`src/rtl/controle_varredura_pkg.sv`:
```
// Shared state encoding and default parameter constants for the turret sweep controller.
// Latency: n/a (types and constants only). Backpressure: n/a.
package controle_varredura_pkg;

    localparam int M_PADRAO         = 100;
    localparam int N_PADRAO         = 7;
    localparam int T_ESPERA_PADRAO  = 50;
    localparam int T_TIMEOUT_PADRAO = 1000;
    localparam int W_PADRAO         = 10;

    typedef enum logic [3:0] {
        INICIAL = 4'd0,
        ESPERA  = 4'd1,
        MEDE    = 4'd2,
        AGUARDA = 4'd3,
        PASSO   = 4'd4,
        TRAVADO = 4'd5
    } estado_t;

endpackage

```
`src/rtl/contador_soma_sub_m.sv`:
```
// Saturating up/down counter over [0, M-1] with async and sync clear.
// Latency: q updates on the edge after soma/sub/zera_s. Backpressure: none, saturates at the ends.
module contador_soma_sub_m #(
    parameter int M = 100,
    parameter int N = 7
) (
    input  logic         clock,
    input  logic         zera_as,
    input  logic         zera_s,
    input  logic         soma,
    input  logic         sub,
    output logic [N-1:0] q
);

    localparam logic [N-1:0] MAXIMO = N'(M - 1);

    always_ff @(posedge clock or posedge zera_as) begin
        if (zera_as) begin
            q <= '0;
        end else if (zera_s) begin
            q <= '0;
        end else if (soma && !sub && (q != MAXIMO)) begin
            q <= q + N'(1);
        end else if (sub && !soma && (q != '0)) begin
            q <= q - N'(1);
        end
    end

endmodule

```
`src/rtl/controle_varredura.sv`:
```
// Turret sweep FSM: dwell, measure, step/reverse at end stops; TRAVA_ALVO_EN adds target lock (TRAVADO).
// Latency: all outputs registered, one edge after the deciding condition. Backpressure: waits for medir_pronto up to T_TIMEOUT cycles.
module controle_varredura
    import controle_varredura_pkg::*;
#(
    parameter int M         = M_PADRAO,
    parameter int N         = N_PADRAO,
    parameter int T_ESPERA  = T_ESPERA_PADRAO,
    parameter int T_TIMEOUT = T_TIMEOUT_PADRAO,
    parameter int W         = W_PADRAO
) (
    input  logic         clock,
    input  logic         zera_as_n,
    input  logic         ligar,
    input  logic         medir_pronto,
    input  logic         detectado,
    output logic         medir,
    output logic [N-1:0] posicao,
    output logic         direcao,
    output logic         alvo,
    output logic         erro,
    output logic         fim_varredura,
    output logic [3:0]   db_estado
);

    localparam logic [N-1:0] POS_MAX     = N'(M - 1);
    localparam logic [W-1:0] FIM_ESPERA  = W'(T_ESPERA - 1);
    localparam logic [W-1:0] FIM_TIMEOUT = W'(T_TIMEOUT - 1);

    estado_t        estado;
    logic [W-1:0]   timer;
    logic           reverte_cima;
    logic           reverte_baixo;
    logic           sobe;
    logic           passo_ativo;
`ifdef TRAVA_ALVO_EN
    logic           aguarda_resp;
`endif

    // A step suppressed by ligar=0 keeps the counter consistent with the forced INICIAL.
    always_comb begin
        reverte_cima  = direcao && (posicao == POS_MAX);
        reverte_baixo = !direcao && (posicao == '0);
        sobe          = direcao ? !reverte_cima : reverte_baixo;
        passo_ativo   = (estado == PASSO) && ligar;
    end

    contador_soma_sub_m #(
        .M(M),
        .N(N)
    ) u_posicao (
        .clock   (clock),
        .zera_as (~zera_as_n),
        .zera_s  (estado == INICIAL),
        .soma    (passo_ativo && sobe),
        .sub     (passo_ativo && !sobe),
        .q       (posicao)
    );

    assign db_estado = estado;

    always_ff @(posedge clock or negedge zera_as_n) begin
        if (!zera_as_n) begin
            estado        <= INICIAL;
            timer         <= '0;
            direcao       <= 1'b1;
            medir         <= 1'b0;
            alvo          <= 1'b0;
            erro          <= 1'b0;
            fim_varredura <= 1'b0;
`ifdef TRAVA_ALVO_EN
            aguarda_resp  <= 1'b0;
`endif
        end else begin
            medir         <= 1'b0;
            alvo          <= 1'b0;
            erro          <= 1'b0;
            fim_varredura <= 1'b0;
            if (!ligar) begin
                estado  <= INICIAL;
                timer   <= '0;
                direcao <= 1'b1;
`ifdef TRAVA_ALVO_EN
                aguarda_resp <= 1'b0;
`endif
            end else begin
                case (estado)
                    INICIAL: begin
                        timer   <= '0;
                        direcao <= 1'b1;
                        estado  <= ESPERA;
                    end
                    ESPERA: begin
                        if (timer == FIM_ESPERA) begin
                            timer  <= '0;
                            medir  <= 1'b1;
                            estado <= MEDE;
                        end else begin
                            timer <= timer + W'(1);
                        end
                    end
                    MEDE: begin
                        timer  <= '0;
                        estado <= AGUARDA;
                    end
                    AGUARDA: begin
                        // A response arriving in the timeout cycle takes priority over erro.
                        if (medir_pronto) begin
                            timer <= '0;
                            if (detectado) begin
                                alvo   <= 1'b1;
`ifdef TRAVA_ALVO_EN
                                estado <= TRAVADO;
`else
                                estado <= PASSO;
`endif
                            end else begin
                                estado <= PASSO;
                            end
                        end else if (timer == FIM_TIMEOUT) begin
                            timer  <= '0;
                            erro   <= 1'b1;
                            estado <= PASSO;
                        end else begin
                            timer <= timer + W'(1);
                        end
                    end
                    PASSO: begin
                        timer  <= '0;
                        estado <= ESPERA;
                        if (reverte_cima) begin
                            direcao       <= 1'b0;
                            fim_varredura <= 1'b1;
                        end else if (reverte_baixo) begin
                            direcao       <= 1'b1;
                            fim_varredura <= 1'b1;
                        end
                    end
`ifdef TRAVA_ALVO_EN
                    // Locked: alternate a dwell and a response wait without moving the turret.
                    TRAVADO: begin
                        if (!aguarda_resp) begin
                            if (timer == FIM_ESPERA) begin
                                timer        <= '0;
                                medir        <= 1'b1;
                                aguarda_resp <= 1'b1;
                            end else begin
                                timer <= timer + W'(1);
                            end
                        end else if (medir_pronto) begin
                            timer        <= '0;
                            aguarda_resp <= 1'b0;
                            if (!detectado) begin
                                estado <= PASSO;
                            end
                        end else if (timer == FIM_TIMEOUT) begin
                            timer        <= '0;
                            aguarda_resp <= 1'b0;
                            erro         <= 1'b1;
                            estado       <= PASSO;
                        end else begin
                            timer <= timer + W'(1);
                        end
                    end
`endif
                    default: begin
                        timer  <= '0;
                        estado <= INICIAL;
                    end
                endcase
            end
        end
    end

endmodule

```
`config.mk`:
```
export PLATFORM = sky130hd
export DESIGN_NAME = controle_varredura
export DESIGN_NICKNAME = d
export VERILOG_FILES = /design/src/rtl/controle_varredura_pkg.sv /design/src/rtl/contador_soma_sub_m.sv /design/src/rtl/controle_varredura.sv
export SDC_FILE = /design/constraint.sdc
export NUM_CORES = 1
export LEC_CHECK = 0
export CORE_ASPECT_RATIO = 0.75
export CORE_MARGIN = 2
export CORE_UTILIZATION = 30
export CTS_BUF_LIST = sky130_fd_sc_hd__clkbuf_8 sky130_fd_sc_hd__clkbuf_16
export DETAILED_ROUTE_END_ITERATION = 16
export GPL_ROUTABILITY_DRIVEN = 0
export GPL_TIMING_DRIVEN = 0
export PLACE_DENSITY = 0.47
export SLEW_MARGIN = 40
export SYNTH_ARGS = -nofsm -noshare
export SYNTH_HDL_FRONTEND = slang
export SYNTH_HIERARCHICAL = 1
export SYNTH_SLANG_ARGS = --single-unit
```
`constraint.sdc`:
```
create_clock -name clock -period 7.4 [get_ports clock]
set_input_delay 1.48 -clock clock [delete_from_list [all_inputs] [get_ports clock]]
set_output_delay 1.48 -clock clock [all_outputs]
set_load 0.01 [all_outputs]
```
==> impl_results.md <==
* Outcome: finished, final reports clean
* Largest fanout on the critical path at 10
* Worst path slowest cell: fa_1
* Placement row count at 22
* Core Area at 0.00501 mm²
* Unique masters post-synth at 53
* Clock buffer depth at 2
* Wire length per cell at 13.3 µm
* Clk pin slew, worst setup/hold paths at 0.09 ns
* CTS root buf: clkbuf_8
* Setup bufs post-CTS at 0
* Worst setup SP type: primary input
* Sequential element share of the synthesized area at 39.3%
* H-Tree Depth at 1
* Post-route ant nets at 0
* Ys flop type: dfrtp_1
* DR iter-0 viols at 71
* Sequence of cells on the critical path: clkbuf_1 -> nand3_1 -> nor2_1 -> nand2b_1 -> a21o_1 -> inv_1 -> fa_1 -> nand2b_1 -> a21oi_1 -> nor3_1 -> a211o_1 -> nand2_1
* Vias in the first global route at 1,207
* Setup Crit Path Kind: in -> reg
* Die Span X at 88.2 µm
* Cell area after synthesis at 0.00160 mm²
* Syn nets at 180
* Global-route wire length before repair at 5950 µm
* Final wirelength at 3450 µm
* Gr ovfl total at 0
* Most used cell, CP: nand2b_1
* Vias per cell at 5.02
* Initial antenna violation count at 0
* Num CTS Buffers at 3
* Skew final at 0.00824 ns
* First-pass DRT Iterations at 6
* CP Capture Type: flop
* Buf/Inv on CP at 2
* Dpl hpwl at 2580 µm
* WP depth at 12
* Largest net degree at the start of global routing at 20
* Synth top area share at 37.6%
* Setup violators final at 0
* DRC at 0
* Final Hold Fails at 0
* Hold_buf cts at 0
* Cell family with most CP delay: simple AND/OR/NAND/NOR gates
* Cells after synthesis at 166
* Num Clock Sinks at 25
* Clock Latency Late Sink at 0.27 ns
* Req. time, crit path at 7.61 ns
* PwrDens at 120 mW/mm²
* Layout cells sized above 1 at 10.6%
* Area growth syn-to-layout at 19.4%
* Fin worst setup slack at 3.63 ns
* Max-Cap Viols at 0
* Synth area leader: dfrtp_1
* Ant diodes at 0
* Synth cell count leaders: 24 x dfrtp_1, 24 x nor2_1, 11 x nor3_1
* Hold WC Path Type: reg -> reg
* Port Buffers at 18
* Critical path arrival at 3.98 ns
* TritonCTS clock tree: built
* I/O pins at 21
* Leak Pwr at 0.000799 µW
* Final core utilization at 38.1%
* RSZ-0062 raised after global routing: no
* Worst r2r path cells at 13
* Post-route clock period utilization at 50.9%
* Worst VDD drop at 60.7 µV
* GRT Resource Usage Total at 13.1%
* Vias at 1,304
* Die Span Y at 67.2 µm
* Slew Limit Fails at 0
* Initial Utilization at 31.9%
* Post-synth ARST share at 100%
* Synthesized area per cell at 9.62 µm²
* Post-CTS sizing at 0
* Top cells by area, synth: dfrtp_1 38%, ha_1 6.3%, nor2_1 5.6%
* Peak Freq at 265 MHz
* Setup TNS Final at 0 ns
* Crit-path max cell delay at 0.44 ns
* Die ar. at 0.00593 mm²
* Post-layout net count at 203
* Fill count at 540
* Min Tclk post-route at 3.77 ns
* DP Worst Slack at 3.37 ns
* Synth Register Bits at 25
* EDFF count, synth at 0
* Hold depth at 1
* Yosys warnings at 6
-- path summary, 6_finish.rpt --
path,end,startpoint,slack (ns)
worst min-delay path,timer[0],timer[0],0.49
worst max-delay path,u_posicao/q[6],ligar,3.63
worst max register to register,u_posicao/q[6],u_posicao/q[2],4.21
min in group asynchronous,alvo,zera_as_n,1.14
worst min register to register,timer[0],timer[0],0.49
max in group asynchronous,u_posicao/q[4],zera_as_n,5.71
-- power breakdown --
part           internal (µW)  total (µW)  leakage [µW]  switching, µW
Combinational           4.58        12.5      0.000430           7.96
Sequential               137         138      0.000343          0.578
Clock                   37.1        79.3     0.0000269           42.2
-- layer usage --
| layer | share of wire, % | track usage, % | vias up |
|---|---|---|---|
| met2 | 43 | 19.6 | 28 |
| met5 | 0 | 0 | - |
| li1 | - | - | 629 |
| met4 | 0.78 | 2.27 | 0 |
| met3 | 3.9 | 3.30 | 2 |
| met1 | 53 | 19.2 | 645 |
-- per-stage QoR --
stage	instances	power, µW	hold WS [ns]	instance area (µm²)
global route	260	242	0.536	1910
global placement	256	153	0.482	1870
detailed placement	256	153	0.484	1860
floorplan	166	148	0.461	1600
CTS	260	234	0.496	1910
finish	260	230	0.493	1910
-- worst register-to-register path: stages, from the launching register on --
cell and delay (ns):
dfrtp_1 0.49, or3_1 0.44, o21ai_0 0.16, o21ai_0 0.12, nor2_1 0.13, nand2b_1 0.14, a21o_1 0.30, inv_1 0.11
fa_1 0.44, nand2b_1 0.17, a21oi_1 0.20, nor3_1 0.11, a211o_1 0.28, nand2_1 0.06
-- layout make-up --
| class | instances | area [µm²] | share of cell area [%] |
|---|---|---|---|
| Clock inverter | 1 | 3.75 | 0.197 |
| Timing Repair Buffer | 18 | 175 | 9.19 |
| Inverter | 7 | 26.3 | 1.38 |
| Multi-Input combinational cell | 127 | 902 | 47.3 |
| Clock buffer | 3 | 41.3 | 2.17 |
| Buffer | 7 | 41.3 | 2.17 |
| Sequential cell | 25 | 627 | 32.9 |
| Tap cell | 72 | 90.1 | 4.72 |
-- kinds of logic after synthesis --
logic type               share of synthesized area (%)
adder cells (fa/ha/maj)                           7.52
flip-flops                                        39.3
buffers and inverters                             4.23
AND/OR/NAND/NOR                                   28.4
multiplexers                                      1.25
AO/OA/AOI/OAI                                     13.1
XOR/XNOR                                          6.03
other                                            0.235
-- state kept, by name, indices dropped and copies added (netlist names) --
| name | flops |
|---|---|
| alvo | 1 |
| db_estado | 3 |
| u_posicao/q | 7 |
| medir | 1 |
| fim_varredura | 1 |
| erro | 1 |
| timer | 10 |
| direcao | 1 |
-- placed cells by master, fill, tap and decap left out, drive strengths merged, types with 3 or more instances in the layout --
| cell type | synthesis | routed |
|---|---|---|
| a211o | 3 | 3 |
| a21oi | 6 | 6 |
| a31oi | 3 | 3 |
| buf | 5 | 6 |
| clkbuf | 2 | 5 |
| clkdlybuf4s50 | 0 | 17 |
| dfrtp | 24 | 24 |
| ha | 8 | 8 |
| inv | 7 | 8 |
| nand2 | 8 | 8 |
| nand3 | 8 | 8 |
| nor2 | 24 | 24 |
| nor2b | 3 | 3 |
| nor3 | 11 | 11 |
| nor4 | 3 | 3 |
| o21ai | 5 | 5 |
| or3 | 3 | 3 |
| xnor2 | 7 | 7 |
| xor2 | 4 | 4 |
No activity file was read; power rests on OpenSTA's default activity.
